## src/rtl/svc_rv_pkg.sv

```systemverilog
// Shared RV definitions: memory-arbiter grant encoding and bus widths.
package svc_rv_pkg;

    localparam int unsigned XLEN   = 32;
    localparam int unsigned STRB_W = XLEN / 8;

    // Owner of the SRAM cycle; registered, it names who receives the next response.
    typedef enum logic [1:0] {
        IDLE = 2'd0,
        IRD  = 2'd1,
        DRD  = 2'd2,
        DWR  = 2'd3
    } mem_grant_e;

endpackage

```

## src/rtl/svc_rv_mem_rsp_hold.sv

```systemverilog
// One-entry read response stage: bypasses fresh SRAM data and holds it while the consumer stalls.
module svc_rv_mem_rsp_hold
    import svc_rv_pkg::*;
#(
    parameter int unsigned W = XLEN
) (
    input  logic         clk,
    input  logic         rst_n,
    input  logic         in_valid,
    input  logic [W-1:0] in_data,
    output logic         out_valid,
    output logic [W-1:0] out_data,
    input  logic         out_ready
);

    logic         hold_valid;
    logic [W-1:0] hold_data;

    // The arbiter only issues a read when this slot frees, so in_valid and hold_valid never overlap.
    assign out_valid = in_valid | hold_valid;
    assign out_data  = in_valid ? in_data : hold_data;

    always_ff @(posedge clk or negedge rst_n) begin
        if (!rst_n) begin
            hold_valid <= 1'b0;
            hold_data  <= '0;
        end else begin
            hold_valid <= out_valid && !out_ready;
            if (in_valid) begin
                hold_data <= in_data;
            end
        end
    end

endmodule

```

## src/rtl/svc_rv_mem_arbiter.sv

```systemverilog
// Arbitrates instruction reads, data reads and data writes onto one single-port SRAM,
// with write priority and a starvation escape for instruction fetch.
module svc_rv_mem_arbiter
    import svc_rv_pkg::*;
#(
    parameter int unsigned AW         = 10,
    parameter int unsigned MAX_STARVE = 4
) (
    input  logic              clk,
    input  logic              rst_n,

    input  logic [XLEN-1:0]   imem_araddr,
    input  logic              imem_arvalid,
    output logic              imem_arready,
    output logic [XLEN-1:0]   imem_rdata,
    output logic              imem_rvalid,
    input  logic              imem_rready,

    input  logic [XLEN-1:0]   dmem_araddr,
    input  logic              dmem_arvalid,
    output logic              dmem_arready,
    output logic [XLEN-1:0]   dmem_rdata,
    output logic              dmem_rvalid,
    input  logic              dmem_rready,

    input  logic [XLEN-1:0]   dmem_awaddr,
    input  logic              dmem_awvalid,
    output logic              dmem_awready,
    input  logic [XLEN-1:0]   dmem_wdata,
    input  logic [STRB_W-1:0] dmem_wstrb,
    input  logic              dmem_wvalid,
    output logic              dmem_wready,

    output logic              mem_en,
    output logic              mem_we,
    output logic [AW-1:0]     mem_addr,
    output logic [XLEN-1:0]   mem_wdata,
    output logic [STRB_W-1:0] mem_wstrb,
    input  logic [XLEN-1:0]   mem_rdata
);

    localparam int unsigned SW = $clog2(MAX_STARVE + 1);
    localparam logic [SW-1:0] STARVE_MAX = SW'(MAX_STARVE);

    mem_grant_e    state_q, state_d;
    logic [SW-1:0] starve_q;

    logic write_req;
    logic imem_elig;
    logic dmem_elig;

    assign write_req = dmem_awvalid && dmem_wvalid;
    assign imem_elig = imem_arvalid && (!imem_rvalid || imem_rready);
    assign dmem_elig = dmem_arvalid && (!dmem_rvalid || dmem_rready);

    assign mem_wdata = dmem_wdata;

    // Next grant and the combinational handshake/SRAM outputs that follow from it.
    always_comb begin
        state_d      = IDLE;
        imem_arready = 1'b0;
        dmem_arready = 1'b0;
        dmem_awready = 1'b0;
        dmem_wready  = 1'b0;
        mem_en       = 1'b0;
        mem_we       = 1'b0;
        mem_addr     = imem_araddr[AW+1:2];
        mem_wstrb    = '0;

        if (rst_n) begin
            if (imem_elig && starve_q == STARVE_MAX) begin
                state_d = IRD;
            end else if (write_req) begin
                state_d = DWR;
            end else if (dmem_elig) begin
                state_d = DRD;
            end else if (imem_elig) begin
                state_d = IRD;
            end
        end

        unique case (state_d)
            IRD: begin
                imem_arready = 1'b1;
                mem_en       = 1'b1;
            end
            DRD: begin
                dmem_arready = 1'b1;
                mem_en       = 1'b1;
                mem_addr     = dmem_araddr[AW+1:2];
            end
            DWR: begin
                dmem_awready = 1'b1;
                dmem_wready  = 1'b1;
                mem_en       = 1'b1;
                mem_we       = 1'b1;
                mem_addr     = dmem_awaddr[AW+1:2];
                mem_wstrb    = dmem_wstrb;
            end
            default: begin
            end
        endcase
    end

    always_ff @(posedge clk or negedge rst_n) begin
        if (!rst_n) begin
            state_q  <= IDLE;
            starve_q <= '0;
        end else begin
            state_q <= state_d;
            if (!imem_arvalid || state_d == IRD) begin
                starve_q <= '0;
            end else if (starve_q != STARVE_MAX) begin
                starve_q <= starve_q + SW'(1);
            end
        end
    end

    svc_rv_mem_rsp_hold #(.W(XLEN)) u_imem_rsp (
        .clk       (clk),
        .rst_n     (rst_n),
        .in_valid  (state_q == IRD),
        .in_data   (mem_rdata),
        .out_valid (imem_rvalid),
        .out_data  (imem_rdata),
        .out_ready (imem_rready)
    );

    svc_rv_mem_rsp_hold #(.W(XLEN)) u_dmem_rsp (
        .clk       (clk),
        .rst_n     (rst_n),
        .in_valid  (state_q == DRD),
        .in_data   (mem_rdata),
        .out_valid (dmem_rvalid),
        .out_data  (dmem_rdata),
        .out_ready (dmem_rready)
    );

    // Address bits outside the SRAM window alias by design.
    logic unused_addr_bits;
    assign unused_addr_bits = ^{imem_araddr[XLEN-1:AW+2], imem_araddr[1:0],
                                dmem_araddr[XLEN-1:AW+2], dmem_araddr[1:0],
                                dmem_awaddr[XLEN-1:AW+2], dmem_awaddr[1:0]};

endmodule

```

## config.mk

```make
export PLATFORM = sky130hd
export DESIGN_NAME = svc_rv_mem_arbiter
export DESIGN_NICKNAME = d
export VERILOG_FILES = /design/src/rtl/svc_rv_pkg.sv /design/src/rtl/svc_rv_mem_rsp_hold.sv /design/src/rtl/svc_rv_mem_arbiter.sv
export SDC_FILE = /design/constraint.sdc
export NUM_CORES = 1
export LEC_CHECK = 0
export CELL_PAD_IN_SITES_DETAIL_PLACEMENT = 1
export CELL_PAD_IN_SITES_GLOBAL_PLACEMENT = 1
export CORE_MARGIN = 5
export CORE_UTILIZATION = 23
export CTS_CLUSTER_DIAMETER = 120
export DETAILED_ROUTE_END_ITERATION = 8
export HOLD_SLACK_MARGIN = 0.02
export MAX_ROUTING_LAYER = met4
export PLACE_DENSITY_LB_ADDON = 0.1
export SYNTH_ARGS = -nofsm -noshare
export SYNTH_HDL_FRONTEND = slang
export SYNTH_SLANG_ARGS = --single-unit
export TNS_END_PERCENT = 30
```

## constraint.sdc

```tcl
create_clock -name clk -period 2.6 [get_ports clk]
set_input_delay 0.39 -clock clk [delete_from_list [all_inputs] [get_ports clk]]
set_output_delay 0.39 -clock clk [all_outputs]
set_load 0.1 [all_outputs]
```

==> results of run 1 <==
-- cells by family after synthesis --
kind of cell | after synthesis | share of synthesized area (%)
XOR/XNOR | 1 | 0.260
AND/OR/NAND/NOR | 23 | 3.79
buffers and inverters | 49 | 9.91
adder cells (fa/ha/maj) | 2 | 0.742
AO/OA/AOI/OAI | 11 | 3.67
flip-flops | 71 | 52.7
multiplexers | 84 | 28.9
-- layout by cell type (no fill, tap or decap), types with 2 or more instances in the layout --
| cell | n |
|---|---|
| and2_1 | 2 |
| and2_2 | 2 |
| buf_12 | 87 |
| buf_4 | 16 |
| buf_6 | 2 |
| clkbuf_16 | 9 |
| clkdlybuf4s50_1 | 70 |
| clkinv_2 | 3 |
| dfrtp_1 | 71 |
| diode_2 | 2 |
| dlygate4sd2_1 | 2 |
| inv_1 | 3 |
| inv_2 | 2 |
| mux2_2 | 72 |
| mux2_4 | 12 |
| nand2_1 | 3 |
| nor2_1 | 4 |
| nor3_2 | 2 |
| o311a_1 | 3 |
-- timing repair --
item                                    in CTS  in global routing
hold endpoints to repair                    11                  0
pin swaps                                    5                  1
resized for setup                           16                  5
hold buffers                                 1                  0
endpoints found under the setup margin      12                 15
setup buffers                                5                  2
-- power by group through the flow --
stage          registers (uW)  logic [uW]  clock network [uW]
2_1_floorplan            1440        2990                   0
3_3_place_gp             1450        4380                   0
3_5_place_dp             1470        4400                   0
4_1_cts                  1450        4450                1160
5_1_grt                  1470        4550                1200
6_report                 1440        4410                1110
-- path summary, 6_finish.rpt --
path	depth (start not counted)	to
worst max-delay path	8	mem_addr[1]
worst min-delay path	2	u_imem_rsp.hold_data[27]$_DFF_PN0_
worst max register to register	8	starve_q[2]$_DFFE_PN0P_
worst min register to register	1	u_imem_rsp.hold_data[4]$_DFF_PN0_
max in group asynchronous	2	u_imem_rsp.hold_data[17]$_DFF_PN0_
min in group clk	3	u_imem_rsp.hold_valid$_DFF_PN0_
-- routing by layer --
metal / share of wire (%) / up-vias / global-route usage [%]
li1: - / 1085 / -
met1: 40 / 1192 / 14.2
met2: 47 / 131 / 18.2
met3: 12 / 12 / 6.65
met4: 0.91 / 0 / 3.81
met5: 0 / - / -
-- critical path, stage by stage, from the launching register on --
cell and delay [ns]:
dfrtp_1 0.38, nor2b_4 0.14, o21ba_4 0.21, o2bb2ai_4 0.16, buf_12 0.14, buf_12 0.12
mux2_4 0.29, mux2_4 0.27, buf_12 0.17
-- state kept, by name, indices dropped and copies added (netlist names) --
name,cells
u_dmem_rsp.hold_data,32
u_imem_rsp.hold_data,32
starve_q,3
state_q,2
u_dmem_rsp.hold_valid,1
u_imem_rsp.hold_valid,1
-- layout make-up --
cell class / count / share of cell area (%)
antenna: 2 / 0.0798
clock buffer: 11 / 3.87
clock inverter: 4 / 0.359
inverter: 5 / 0.299
multi-input combinational: 121 / 21.7
sequential: 71 / 28.3
tap: 184 / 3.67
timing repair buffer: 178 / 41.7
-- stage by stage --
stage / utilization [%] / instances
5_1_grt: 43.3 / 576
2_1_floorplan: - / 241
3_5_place_dp: 40.4 / 551
3_3_place_gp: 40.4 / 551
4_1_cts: 43.1 / 572
6_report: 43.3 / 576
==> summary.md, run 1 <==
| Metric | Value |
|---|---|
| Core Area | about 14000 um^2 |
| # fillers | 1459 |
| Gr usage total | approximately 12% |
| Final hold vios | 0 |
| Element type at the critical path end | output port |
| Sequential power share | about a fifth |
| Crit start category | register |
| Die Span X | between 100 and 150 um |
| Area leader, netlist | dfrtp_1 |
| Die area | roughly 17000 um^2 |
| VDD IR-drop max | 518 uV |
| Syn nets | a little over 400 |
| Pwr dens | between 1000 and 1500 nW/um^2 |
| Synth top area cells | dfrtp_1 (53%), mux2_2 (25%), buf_4 (8.0%) |
| Chip Height | approximately 130 um |
| Pint | ~3600 uW |
| Failing checks | negative setup slack |
| Pwr Total | around 7000 uW |
| Reg clk slew, reported paths | around 0.060 ns |
| Global-route wire length before repair | between 15000 and 20000 um |
| Clock latency on the worst-skew pair | approximately 0.34 ns |
| Syn Inst Count | 241 |
| Leak | between 0.002 and 0.003 uW |
| Synth top area share | a little over half |
| # rows | 44 |
| Syn Area/Cell | roughly 14 um^2 |
| Post-synth ARST share | 100% |
| Commonest cells post-synth | mux2_2 (75), dfrtp_1 (71), buf_4 (36) |
| Hold Path Class | input port to async pin |
| Cts bufs inserted | 9 |
| Max FO, Critical Path | 7 |
| Final worst path period share | 100% |
| Area growth syn-to-layout | 86.0% |
| H-tree depth | 3 |
| Drt drc | 0 |
| Vias in the first global route | approximately 2800 |
| Clk sinks | 71 |
| Synthesized cell area | 3370 um^2 |
| # IOs | 290 |
| Yosys cell types | 28 |
| DR vias/cell | ~4.2 |
| Post-DP Area | between 5000 and 6000 um^2 |
| Max Root-Sink Buffers | 2 |
| Layout cell share with drive strength beyond 1 | between 50% and 60% |
| Max_slew headroom | between 40% and 50% |
| CTS Root Cell | clkbuf_16 |
| Setup TNS | -0.0364 ns |
| Design Area, Final | roughly 6300 um^2 |
| Drt first pass iters | 4 |
| Vias | 2420 |
| Slew Viols, Final | 0 |
| Worst r2r src | starve_q[1]$_DFFE_PN0P_ |
| EDFF count, synth | 0 |
| Sequential area share after synthesis | 52.7% |
| Area of the multi-input gates | roughly 1400 um^2 |
| Warnings from Yosys | 0 |
| Routed wire length per instance | 17.3 um |
| R2r setup slk | 0.80 ns |
| Most frequent cell after synthesis | mux2_2 |
| Outcome | complete, but fails checks |
| Max-cap violations | 0 |
| Critical Path Source | state_q[1]$_DFF_PN0_ |
| PortBufs | 159 |
| Grt ovf | 0 |
| Final WL | between 9000 and 10000 um |
| FMAX | approximately 380 MHz |
| WP data arrival | between 2 and 2.5 ns |
| Dpl hpwl | ~7300 um |
| Synth Flop Type | dfrtp_1 |
| Number of antenna violations at the first check in global routing | 2 |
| Crit Path Class | register to output port |
| First DRT Iteration DRCs | 70 |
| Final setup margin | -0.0112 ns |
| Worst Skew | roughly 0.0049 ns |
| Largest net degree at the start of global routing | just over 60 |
| Starting Density | between 20% and 30% |
| GPL Wtd Cong | 0.692 |
| TritonCTS clock tree | done |
| Clk pwr share | between 10% and 20% |
| CP Data Required Time | around 2.2 ns |
| Antenna-violating nets left | 0 |
| Switching Share | about half |
| Tmin final | 2.61 ns |
| RSZ-0062 raised after global routing | yes |
| Yosys reg bits | between 70 and 80 |
| FF+latch area | ~1800 um^2 |
| Setup Viol. Count Final | 4 |
| WHS | just under 0.3 ns |
| # nets final | between 500 and 600 |
| Dpl ws | -0.221 ns |
| Sw Pwr | ~3300 uW |
| Worst Tran Pin Value | 0.785 ns |
| Combinational share of power | between 60% and 70% |
(Power assumes the default switching activity.)
==> inputs of run 2 (changes only) <==
Settings changed: CORE_MARGIN 5 to 4, PLACE_DENSITY set to 0.84, PLACE_DENSITY_LB_ADDON 0.1 to unset.
==> summary.md, run 2 (synthesized netlist as in run 1, its figures left out) <==
| Metric | Value |
|---|---|
| Drt drc | 0 (unchanged) |
| CP max stage delay | 0.37 ns (was 0.38 ns) |
| Outcome | complete, but fails checks (unchanged) |
| Area growth syn-to-layout | 86.8% (was 86.0%) |
| Drt first pass iters | 2 (was 4) |
| Critical Path Source | starve_q[0]$_DFFE_PN0P_ (was state_q[1]$_DFF_PN0_) |
| Cts bufs inserted | 9 (unchanged) |
| Dpl hpwl | 8300 um (was 7310 um) |
| Final setup margin | -0.0580 ns (was -0.0112 ns) |
| Leak | 0.00270 uW (about the same) |
| FMAX | 376 MHz (was 383 MHz) |
| Max-cap violations | 0 (unchanged) |
| Failing checks | negative setup slack (unchanged) |
| Commonest non-fill, non-tap cell in the layout | buf_12 (unchanged) |
| Grt ovf | 0 (unchanged) |
| Largest net degree at the start of global routing | 52 (was 61) |
| CTS Root Cell | clkbuf_16 (unchanged) |
| Pwr dens | 1160 nW/um^2 (was 1110 nW/um^2) |
| Global-route wire length before repair | 16000 um (was 15300 um) |
| # IOs | 290 (unchanged) |
| Die area | 16700 um^2 (was 17200 um^2) |
| Crit start category | register (unchanged) |
| DP Cell Count | 546 (was 551) |
| VDD IR-drop max | 659 uV (was 518 uV) |
| # rows | 43 (was 44) |
| RSZ-0062 raised after global routing | yes (unchanged) |
| Top cell by count, worst path | mux2_4 (was buf_12) |
| Number of antenna violations at the first check in global routing | 1 (was 2) |
| Post-DP Area | 5840 um^2 (was 5860 um^2) |
| Setup TNS | -0.329 ns (was -0.0364 ns) |
| Crit Path Class | register to output port (unchanged) |
| Most frequent cells in the layout | buf_12 (86), mux2_2 (73), dfrtp_1 (71) (was buf_12 (87), mux2_2 (72), dfrtp_1 (71)) |
| WP data arrival | 2.27 ns (was 2.22 ns) |
| CP Data Required Time | 2.21 ns (about the same) |
| PortBufs | 159 (unchanged) |
| Layout cell share with drive strength beyond 1 | 57.6% (was 57.9%) |
| Max FO, Critical Path | 8 (was 7) |
| Vias | 2443 (was 2420) |
| Vias in the first global route | 2906 (was 2839) |
| H-tree depth | 3 (unchanged) |
| DR vias/cell | 4.30 (was 4.20) |
| Reg clk slew, reported paths | 0.06 ns (about the same) |
| # nets final | 556 (was 560) |
| Element type at the critical path end | output port (unchanged) |
| Clk sinks | 71 (unchanged) |
| # fillers | 1405 (was 1459) |
| TritonCTS clock tree | done (unchanged) |
| Worst r2r src | starve_q[1]$_DFFE_PN0P_ (unchanged) |
| Clock latency on the worst-skew pair | 0.33 ns (was 0.34 ns) |
| Final hold vios | 0 (unchanged) |
| GPL Wtd Cong | 0.786 (was 0.692) |
| Dpl ws | -0.191 ns (was -0.221 ns) |
| Hold Path Class | input port to async pin (unchanged) |
| Final worst path period share | 102% (was 100%) |
| Slew Viols, Final | 0 (unchanged) |
| Design Area, Final | 6300 um^2 (was 6270 um^2) |
| Setup Viol. Count Final | 9 (was 4) |
| Die Span X | 129 um (was 131 um) |
| Max Root-Sink Buffers | 2 (unchanged) |
| Antenna-violating nets left | 0 (unchanged) |
| Final WL | 10700 um (was 9950 um) |
| Crit-path cells | inv_2, ha_4, nand2_4, nand3_4, o2bb2ai_4, buf_6, mux2_4, mux2_4, buf_12 (was nor2b_4, o21ba_4, o2bb2ai_4, buf_12, buf_12, mux2_4, mux2_4, buf_12) |
| Starting Density | 23.9% (was 23.3%) |
| Core Area | 14100 um^2 (was 14500 um^2) |
| Max_slew headroom | 40.0% (was 47.6%) |
| Worst Tran Pin Value | 0.898 ns (was 0.785 ns) |
| Chip Height | 129 um (was 131 um) |
| Gr usage total | 13.4% (was 12.2%) |
| Slowest-stage cell, CP | dfrtp_1 (unchanged) |
| Worst Skew | 0.00613 ns (was 0.00486 ns) |
| Largest regs | u_dmem_rsp.hold_data: 32 flops, u_imem_rsp.hold_data: 32 flops, starve_q: 3 flops (unchanged) |
| Tmin final | 2.66 ns (was 2.61 ns) |
| First DRT Iteration DRCs | 52 (was 70) |
| Routed wire length per instance | 18.8 um (was 17.3 um) |
| Fin cells | 568 (was 576) |
==> run 2: routing by layer <==
layer  up-vias  wire length (um)  global-route usage (%)
met1      1217              3600                    12.1
met3        20               829                    4.41
met5         -                 0                       -
met2       123              6070                    25.6
met4         0               179                    5.06
li1       1083                 -                       -
==> run 2: through the flow <==
step / util, % / hold slack, ns / total power (uW)
after floorplan: - / 0.0944 / 4430
after global placement: 41.5 / 0.294 / 5800
after detailed placement: 41.5 / 0.300 / 5890
after CTS: 44.6 / 0.258 / 7380
after global routing: 44.7 / 0.295 / 7520
final: 44.7 / 0.239 / 7280
==> run 2: timing repair <==
item / CTS / global route
buffers inserted: 3 / 1
setup endpoints to repair: 12 / 15
hold buffers: 1 / 0
pin swaps: 5 / 1
resized for setup: 17 / 3
gates cloned: 0 / 0
hold endpoints to repair: 20 / 0
==> run 2: final timing paths <==
kind / to / slack, ns / cells after the start
max: mem_addr[5] / -0.06 / 9
min: u_dmem_rsp.hold_data[18]$_DFF_PN0_ / 0.24 / 2
max reg2reg: starve_q[2]$_DFFE_PN0P_ / 0.92 / 7
min reg2reg: u_dmem_rsp.hold_data[3]$_DFF_PN0_ / 0.53 / 1
max in group asynchronous: u_dmem_rsp.hold_data[14]$_DFF_PN0_ / 1.27 / 2
min in group clk: u_imem_rsp.hold_valid$_DFF_PN0_ / 0.39 / 2
==> run 2: worst max-delay path: cells and delay by family (launching register included) <==
family,cells,cell delay (ns)
muxes,2,0.57
buffers and inverters,3,0.40
DFF,1,0.37
AOI/OAI and AO/OA,1,0.27
adders and majority gates,1,0.17
and+or+nand+nor,2,0.14
==> run 2: final cells by class <==
type | instances | area, um^2 | share of cell area (%)
diodes | 1 | 2.50 | 0.0397
well taps | 180 | 225 | 3.58
multi-input cells | 121 | 1350 | 21.5
inverters | 5 | 18.8 | 0.298
clock buffers | 9 | 225 | 3.58
clock inverters | 7 | 121 | 1.93
repair buffers | 174 | 2570 | 40.9
flip-flops and latches | 71 | 1780 | 28.2
==> run 2: where the power goes <==
part           internal (uW)  total [uW]  switching (uW)
clock network            939        1410             469
logic                   1570        4420            2850
registers               1380        1450            78.8
total                   3880        7280            3390
==> inputs of run 3 (changes only) <==
Settings changed: CORE_UTILIZATION 23 to 21, PLACE_DENSITY 0.84 to 0.81.
Clock period 2.6 ns to 2.3 ns, I/O delays scaled along.
==> summary.md, run 3 (synthesized netlist as in run 1, its figures left out) <==
| Metric | Value |
|---|---|
| Setup Viol. Count Final | 20 (was 9) |
| Gr usage total | 12.4% (was 13.4%) |
| Area growth syn-to-layout | 96.4% (was 86.8%) |
| DR vias/cell | 4.03 (was 4.30) |
| Routed wire length per instance | 17.6 um (was 18.8 um) |
| Max Root-Sink Buffers | 2 (unchanged) |
| Tmin final | approximately 2.6 ns |
| Met3 WL | 868 um (was 829 um) |
| Starting Density | 21.3% (was 23.9%) |
| WP data arrival | 2.24 ns (was 2.27 ns) |
| # nets final | 573 (was 556) |
| Drt drc | 0 (unchanged) |
| DP Cell Count | 589 (was 546) |
| Hold Path Class | input port to async pin (unchanged) |
| Final setup margin | -0.283 ns (was -0.0580 ns) |
| Worst r2r path cells | 9 (was 7) |
| # IOs | 290 (unchanged) |
| Reg clk slew, reported paths | 0.06 ns (about the same) |
| Commonest non-fill, non-tap cell in the layout | buf_12 (unchanged) |
| Slew Viols, Final | 0 (unchanged) |
| R2R Path End | starve_q[0]$_DFFE_PN0P_ (was starve_q[2]$_DFFE_PN0P_) |
| Vias | 2501 (was 2443) |
| Area of the multi-input gates | 1460 um^2 (was 1350 um^2) |
| First DRT Iteration DRCs | 43 (was 52) |
| Failing checks | negative setup slack (unchanged) |
| Final hold vios | 0 (unchanged) |
| Final WL | 10900 um (was 10700 um) |
| Clk sinks | 71 (unchanged) |
| VDD IR-drop max | 683 uV (was 659 uV) |
| Outcome | complete, but fails checks (unchanged) |
| Crit Path Class | input port to output port (was register to output port) |
| RSZ-0062 raised after global routing | yes (unchanged) |
| Leak | 0.00284 uW (was 0.00270 uW) |
| Dpl ws | -0.400 ns (was -0.191 ns) |
| Dpl hpwl | 8230 um (was 8300 um) |
| Die area | 18100 um^2 (was 16700 um^2) |
| Pwr dens | 1260 nW/um^2 (was 1160 nW/um^2) |
| Element type at the critical path end | output port (unchanged) |
| FMAX | around 390 MHz |
| R2r setup slk | 0.50 ns (was 0.92 ns) |
| Final worst path period share | 112% |
| Crit start category | input port (was register) |
| Worst r2r src | starve_q[0]$_DFFE_PN0P_ (was starve_q[1]$_DFFE_PN0P_) |
| Fin cells | 621 (was 568) |
| Core Area | 15800 um^2 (was 14100 um^2) |
| M1 WL | 4150 um (was 3600 um) |
| Worst Tran Pin Value | 0.919 ns (was 0.898 ns) |
| Max_slew headroom | 38.7% (was 40.0%) |
| Antenna-violating nets left | 0 (unchanged) |
| Max FO, Critical Path | 6 (was 8) |
| Largest regs | u_dmem_rsp.hold_data: 32 flops, u_imem_rsp.hold_data: 32 flops, starve_q: 3 flops (unchanged) |
| H-tree depth | 3 (unchanged) |
| Cts bufs inserted | 9 (unchanged) |
| Vias in the first global route | 2989 (was 2906) |
| # rows | 46 (was 43) |
| Global-route wire length before repair | 16600 um (was 16000 um) |
| Drt first pass iters | 4 (was 2) |
| CP Data Required Time | 1.96 ns (was 2.21 ns) |
| Grt ovf | 0 (unchanged) |
| GPL Wtd Cong | 0.791 (was 0.786) |
| CTS Hold Buffers Added | 0 (was 1) |
| PortBufs | 159 (unchanged) |
| Largest net degree at the start of global routing | 72 (was 52) |
| Layout cell share with drive strength beyond 1 | 60.4% (was 57.6%) |
| TritonCTS clock tree | done (unchanged) |
| Max-cap violations | 0 (unchanged) |
| Number of antenna violations at the first check in global routing | 1 (unchanged) |
| Chip Height | 135 um (was 129 um) |
| Top layer in use | met4 (unchanged) |
| Worst Skew | 0.00617 ns (was 0.00613 ns) |
| Most frequent cells in the layout | buf_12 (89), dfrtp_1 (71), clkdlybuf4s50_1 (70) (was buf_12 (86), mux2_2 (73), dfrtp_1 (71)) |
| # fillers | 1564 (was 1405) |
| CTS Root Cell | clkbuf_16 (unchanged) |
| DR WL met2 | 5750 um (was 6070 um) |
| Critical Path Source | dmem_awvalid (was starve_q[0]$_DFFE_PN0P_) |
| FF+latch area | 1780 um^2 (unchanged) |
| Clock latency on the worst-skew pair | 0.33 ns (about the same) |
| Die Span X | 135 um (was 129 um) |
[run 3: report_power, final]
group | switching [uW] | internal [uW] | leakage, uW | total (uW)
logic | 3250 | 1850 | 0.00184 | 5090
clock network | 540 | 1060 | 0.000158 | 1600
registers | 87.0 | 1550 | 0.000841 | 1640
total | 3880 | 4460 | 0.00284 | 8340
[run 3: layer usage]
metal / vias to the layer above / GRT usage (%)
met5: - / -
met4: 0 / 4.19
met3: 25 / 4.62
met2: 123 / 21.6
met1: 1237 / 12.8
li1: 1116 / -
[run 3: final cells by class]
| cell class | instances | share of cell area [%] |
|---|---|---|
| flip-flops and latches | 71 | 26.8 |
| diodes | 1 | 0.0378 |
| well taps | 216 | 4.08 |
| repair buffers | 190 | 41.5 |
| clock buffers | 9 | 3.40 |
| inverters | 5 | 0.283 |
| clock inverters | 7 | 1.83 |
| multi-input cells | 122 | 22.0 |
[run 3: how the worst max path moves through the flow]
stage | to | slack (ns) | cells after the start
after floorplan | dmem_arready | -0.15 | 8
after CTS | mem_addr[2] | -0.26 | 9
after global routing | mem_addr[0] | -0.34 | 9
final | mem_addr[0] | -0.28 | 8
after detailed placement | mem_addr[3] | -0.40 | 7
after global placement | mem_addr[3] | -0.32 | 7
[run 3: critical path: stages]
cell and delay (ns):
clkdlybuf4s50_1 0.50, nand2_1 0.15, buf_4 0.20, o2bb2ai_4 0.16, buf_6 0.15, mux2_4 0.29, mux2_4 0.27, buf_12 0.17
[run 3: what timing repair did]
item / CTS / global route
buffers inserted: 7 / 7
resized for setup: 33 / 8
pin swaps: 9 / 6
endpoints found under the setup margin: 52 / 52
hold endpoints to repair: 0 / 0
cloned: 1 / 0
[run 3: metrics by stage]
stage | hold slack [ns] | power (uW) | utilization (%) | TNS, ns | cell area, um^2
2_1_floorplan | 0.0494 | 5020 | - | -0.557 | 3430
3_3_place_gp | 0.516 | 6580 | 37.7 | -3.10 | 5970
3_5_place_dp | 0.525 | 6680 | 37.7 | -3.84 | 5970
4_1_cts | 0.346 | 8410 | 41.2 | -5.89 | 6520
5_1_grt | 0.395 | 8610 | 41.8 | -5.62 | 6620
6_report | 0.290 | 8340 | 41.8 | -4.17 | 6620
